$ cat src/rtl/knn_sample_fetcher_pkg.sv
// knn_sample_fetcher_pkg: FSM states and sample-layout helper shared by the KNN fetch path
package knn_sample_fetcher_pkg;
  typedef enum logic [2:0] {S_IDLE, S_LOAD_IN, S_FETCH, S_PRESENT, S_WAIT, S_FIN} state_e;
  function automatic int sample_words(input int max_elements);
    return max_elements + 1;
  endfunction
endpackage

$ cat src/rtl/knn_sample_fetcher.sv
// knn_sample_fetcher: loads the input vector, then streams packed training samples one per request
module knn_sample_fetcher
  import knn_sample_fetcher_pkg::*;
#(
  parameter int W            = 16,
  parameter int MAX_ELEMENTS = 32,
  parameter int TYPE_W       = 3,
  parameter int L            = 6,
  parameter int ADDR_W       = 16,
  parameter int INPUT_BASE   = 0,
  parameter int TRAIN_BASE   = 32
) (
  input  logic                      clk,
  input  logic                      rst_n,
  input  logic                      start,
  input  logic                      data_request,
  output logic                      mem_rd_en,
  output logic [ADDR_W-1:0]         mem_addr,
  input  logic [W-1:0]              mem_rd_data,
  input  logic                      mem_rd_valid,
  output logic [W*MAX_ELEMENTS-1:0] input_data,
  output logic [W*MAX_ELEMENTS-1:0] training_data,
  output logic [TYPE_W-1:0]         training_data_type,
  output logic                      read_done,
  output logic                      busy,
  output logic                      run_done
);
  localparam int SW = sample_words(MAX_ELEMENTS);
  localparam int WW = $clog2(SW);
  state_e state_q, state_d;
  logic [WW-1:0] word_q, word_d;
  logic [L-1:0] sample_q, sample_d;
  logic pending_q, pending_d, outstanding_q, outstanding_d;
  logic [W*MAX_ELEMENTS-1:0] input_data_q, input_data_d, shadow_q, shadow_d;
  logic [W*MAX_ELEMENTS-1:0] training_data_q, training_data_d;
  logic [TYPE_W-1:0] shadow_type_q, shadow_type_d, training_data_type_q, training_data_type_d;
  logic read_done_q, read_done_d, run_done_q, run_done_d, busy_q, busy_d;
  logic fill, last_word;
  always_comb begin
    state_d              = state_q;
    word_d               = word_q;
    sample_d             = sample_q;
    pending_d            = pending_q;
    outstanding_d        = outstanding_q;
    input_data_d         = input_data_q;
    shadow_d             = shadow_q;
    shadow_type_d        = shadow_type_q;
    training_data_d      = training_data_q;
    training_data_type_d = training_data_type_q;
    read_done_d          = 1'b0;
    run_done_d           = 1'b0;
    fill      = state_q == S_LOAD_IN || state_q == S_FETCH;
    last_word = state_q == S_LOAD_IN ? word_q == WW'(MAX_ELEMENTS - 1) : word_q == WW'(MAX_ELEMENTS);
    mem_rd_en = fill && !outstanding_q;
    mem_addr  = !mem_rd_en ? '0 :
                state_q == S_LOAD_IN ? ADDR_W'(INPUT_BASE) + ADDR_W'(word_q) :
                ADDR_W'(TRAIN_BASE) + ADDR_W'(sample_q) * ADDR_W'(SW) + ADDR_W'(word_q);
    if (data_request && (fill || state_q == S_PRESENT)) pending_d = 1'b1;
    case (state_q)
      S_IDLE: if (start && !run_done_q) begin
        state_d       = S_LOAD_IN;
        word_d        = '0;
        sample_d      = '0;
        pending_d     = 1'b0;
        outstanding_d = 1'b0;
      end
      S_LOAD_IN, S_FETCH: begin
        if (!outstanding_q) outstanding_d = 1'b1;
        else if (mem_rd_valid) begin
          outstanding_d = 1'b0;
          word_d        = last_word ? '0 : word_q + 1'b1;
          if (state_q == S_LOAD_IN) input_data_d[word_q*W +: W] = mem_rd_data;
          else if (!last_word) shadow_d[word_q*W +: W] = mem_rd_data;
          else shadow_type_d = mem_rd_data[TYPE_W-1:0];
          if (last_word) state_d = state_q == S_LOAD_IN ? S_FETCH : S_PRESENT;
        end
      end
      S_PRESENT: begin
        training_data_d      = shadow_q;
        training_data_type_d = shadow_type_q;
        read_done_d          = 1'b1;
        state_d              = &sample_q ? S_FIN : S_WAIT;
      end
      S_WAIT: if (data_request || pending_q) begin
        state_d   = S_FETCH;
        pending_d = 1'b0;
        sample_d  = sample_q + 1'b1;
      end
      S_FIN: begin
        run_done_d = 1'b1;
        pending_d  = 1'b0;
        state_d    = S_IDLE;
      end
      default: state_d = S_IDLE;
    endcase
    busy_d = state_d != S_IDLE;
  end
  always_ff @(posedge clk or negedge rst_n) begin
    if (!rst_n) begin
      state_q              <= S_IDLE;
      word_q               <= '0;
      sample_q             <= '0;
      pending_q            <= 1'b0;
      outstanding_q        <= 1'b0;
      input_data_q         <= '0;
      shadow_q             <= '0;
      shadow_type_q        <= '0;
      training_data_q      <= '0;
      training_data_type_q <= '0;
      read_done_q          <= 1'b0;
      run_done_q           <= 1'b0;
      busy_q               <= 1'b0;
    end else begin
      state_q              <= state_d;
      word_q               <= word_d;
      sample_q             <= sample_d;
      pending_q            <= pending_d;
      outstanding_q        <= outstanding_d;
      input_data_q         <= input_data_d;
      shadow_q             <= shadow_d;
      shadow_type_q        <= shadow_type_d;
      training_data_q      <= training_data_d;
      training_data_type_q <= training_data_type_d;
      read_done_q          <= read_done_d;
      run_done_q           <= run_done_d;
      busy_q               <= busy_d;
    end
  end
  assign input_data         = input_data_q;
  assign training_data      = training_data_q;
  assign training_data_type = training_data_type_q;
  assign read_done          = read_done_q;
  assign run_done           = run_done_q;
  assign busy               = busy_q;
endmodule
$ cat config.mk
export PLATFORM = sky130hd
export DESIGN_NAME = knn_sample_fetcher
export DESIGN_NICKNAME = d
export VERILOG_FILES = /design/src/rtl/knn_sample_fetcher_pkg.sv /design/src/rtl/knn_sample_fetcher.sv
export SDC_FILE = /design/constraint.sdc
export NUM_CORES = 2
export LEC_CHECK = 0
export CAP_MARGIN = 20
export CELL_PAD_IN_SITES_DETAIL_PLACEMENT = 1
export CELL_PAD_IN_SITES_GLOBAL_PLACEMENT = 2
export CORE_ASPECT_RATIO = 1.75
export CORE_UTILIZATION = 34
export DETAILED_ROUTE_END_ITERATION = 16
export GPL_TIMING_DRIVEN = 0
export PLACE_DENSITY_LB_ADDON = 0.1
export SLEW_MARGIN = 20
export SYNTH_ARGS = -nofsm -noshare
export SYNTH_HDL_FRONTEND = slang
export SYNTH_SLANG_ARGS = --single-unit
$ cat constraint.sdc
create_clock -name clk -period 4.38 [get_ports clk]
set_input_delay 0.438 -clock clk [delete_from_list [all_inputs] [get_ports clk]]
set_output_delay 0.438 -clock clk [all_outputs]
set_load 0.005 [all_outputs]
==> results.md <==
- Status: finished, final reports clean
- Final worst slack: 134 ps
- Post-synthesis cell count: 5535
- Number of buffer cells added on primary ports: 1063
- Cell Pwr Density: 452 nW/µm²
- H-tree depth: 4
- Clk buf depth: 4
- Setup CP Type: flip-flop to flip-flop
- Starting Density: 34.2%
- Mapped cell area: 59800 µm²
- Critical path data arrival time: 4930 ps
- Detailed Routing Iterations Pass 1: 5
- Worst vdd ir: 0.000357 V
- CTS Buf Count: 162
- Clock root buffer: clkbuf_16
- Final GP Congestion: 0.882
- Tightest Pin Transition: 1090 ps
- Hold Path Class: primary input to async pin
- Startpoint Class: flip-flop
- Total congestion overflow: 0
- TritonCTS Sinks: 1562
- Top post-synthesis cells by area: dfrtp_1 (65%), nand2_1 (14%), mux2_2 (9.2%), o21ai_0 (3.1%), o31ai_1 (2.3%)
- Total core area: 175000 µm²
- Tcrit/Tclk final: 96.9%
- Reg2Reg Launch Point: word_q[0]
- Latest clock arrival within the worst-skew pair: 830 ps
- Post-synth ARST share: 100%
- Vias in the first global route: 49600
- Number of synthesized flops with an enable pin: 0
- Slew Viols, Final: 0
- Width of the die: 319 µm
- Non-Filler Instances: 9166
- P&R area growth vs syn: 32.6%
- Unrepaired setup endpoints after global routing: yes
- Largest net degree at the start of global routing: 141
- Final hold violation count: 0
- Clock-pin slew on the worst setup and hold paths: 60 ps
- Largest area contributor in the netlist: dfrtp_1
- #FFs+latches synth: 1562
- Post-layout nets: 6840
- Post-synth top flop: dfrtp_1
- Post-synth top area share: 65.4%
- Placed cell count: 8878
- Hpwl dp: 203000 µm
- Total of max-cap violations: 0
- Die height: 557 µm
- Die area: 178000 µm²
- First-pass GRT wire length: 380000 µm
- Sequential cell area fraction in the yosys report: 65.4%
- Minimum clock period: 4250 ps
- Dpl ws: -827 ps
- Commonest non-fill, non-tap cell in the layout: nand2_1
- Warnings from Yosys: 0
- CTS tree: built
- Relative slew slack: 27.1%
- Max Fanout on Critical Path: 10
- Row count: 203
- Ratio of cells with drive above 1 in the final layout: 13.5%
- Netlist cell types: 56
- GRT Util Overall: 30.1%
- F_max: 236 MHz
- Worst Setup SP: word_q[0]
- WL/cell: 29.2 µm
- Initial antenna violation count: 17
- Avg Cell Area, Syn: 10.8 µm²
- # setup viols final: 0
- LEAKAGE: 38.3 nW
- Via count: 46100
- Setup crit end kind: flip-flop
- Ports: 1068
- Critical Path RT: 5060 ps
- Antenna Violating Nets Remaining: 0
- Layout Skew: 40.9 ps
- Remaining DRCs: 0
- Most frequent cells in the layout: nand2_1 (2149), dfrtp_1 (1560), clkdlybuf4s50_1 (1056), mux2_2 (488), o21ai_0 (371)
- DR iter-0 viols: 2637
- Vias/cell: 5.03
- Detailed Route WL: 268000 µm
[worst paths after layout]
path / end / slack, ps / depth (start not counted)
max reg2reg: input_data[132] / 130 / 12
max in group asynchronous: training_data[378] / 710 / 7
min in group clk: busy / 290 / 3
min reg2reg: training_data[380] / 430 / 2
max: input_data[132] / 130 / 12
min: training_data[37] / 180 / 2
[final cells by class]
class	count	area, µm²
clock inverters	41	490
flip-flops and latches	1562	39100
clock buffers	233	4700
well taps	2255	2820
fillers	19100	95500
repair buffers	1090	11100
plain buffers	353	1500
inverters	36	135
diodes	9	22.5
multi-input cells	3587	19300
[stage by stage]
| stage | power [W] | TNS [ps] | instance area, µm² | hold WS [ps] | util [%] |
|---|---|---|---|---|---|
| 3_3_place_gp | 0.0218 | - | 73300 | 442 | 41.9 |
| 5_1_grt | 0.0370 | -149 | 79200 | 197 | 45.3 |
| 3_5_place_dp | 0.0221 | -149530 | 73900 | 371 | 42.3 |
| 4_1_cts | 0.0362 | -37.8 | 79200 | 154 | 45.3 |
| 6_report | 0.0358 | 0 | 79300 | 183 | 45.4 |
| 2_1_floorplan | 0.0179 | 0 | 59800 | 142 | - |
[Yosys cell counts (12+ instances only)]
cell / n
mux2_2: 488
nand2_1: 2165
nand3_2: 16
and2_1: 12
nand3_1: 52
ha_1: 25
nor3_1: 16
o21ai_0: 371
nor2_1: 141
o31ai_1: 186
inv_1: 35
buf_2: 36
clkbuf_1: 303
dfrtp_1: 1562
[metal layers]
layer	track usage, %	vias to the layer above	wire length [µm]
li1	-	20500	-
met1	34.3	23900	102000
met2	52.3	1381	134000
met3	9.98	309	22500
met4	10.7	0	10100
met5	0	-	0
[critical path: stages (launching register included)]
cell and delay (ps):
dfrtp_1 410, clkbuf_2 200, clkbuf_2 240, inv_1 170, ha_1 170, buf_2 200, nor3b_1 470, nand2_1 250
clkbuf_1 380, nand2_2 430, clkbuf_2 600, nor2_1 280, mux2_2 320
[registers in the layout (all words and copies together), names as in the netlist]
name                count
training_data         512
sample_q                6
outstanding_q           1
pending_q               1
run_done                1
shadow_q              512
read_done               1
shadow_type_q           3
state_q                 3
word_q                  6
busy                    1
input_data            512
training_data_type      3
[cells by family (layout without fill, tap and decap cells)]
group / count (synthesis) / in the layout / synth area share (%)
AOI/OAI and AO/OA: 611 / 611 / 6.08
buffers and inverters: 389 / 1753 / 2.59
muxes: 489 / 489 / 9.23
other: 1 / 13 / 0.00627
DFF: 1562 / 1562 / 65.4
and+or+nand+nor: 2448 / 2448 / 16.0
adders and majority gates: 27 / 27 / 0.590
xor gates and xnor gates: 8 / 8 / 0.117
[report_power, final]
group          internal (W)  switching [W]
Sequential           0.0149       0.000352
Combinational       0.00192        0.00466
Clock               0.00798        0.00601
Total                0.0248         0.0110
[repair_timing]
action	in CTS	in global routing
cloned	0	0
gates resized for setup	38	39
pin swaps	1	0
buffers inserted	4	0
hold endpoints to repair	81	0
endpoints found under the setup margin	494	255
hold buffers	1	0
Note: power is estimated with default switching activity, not from simulation.
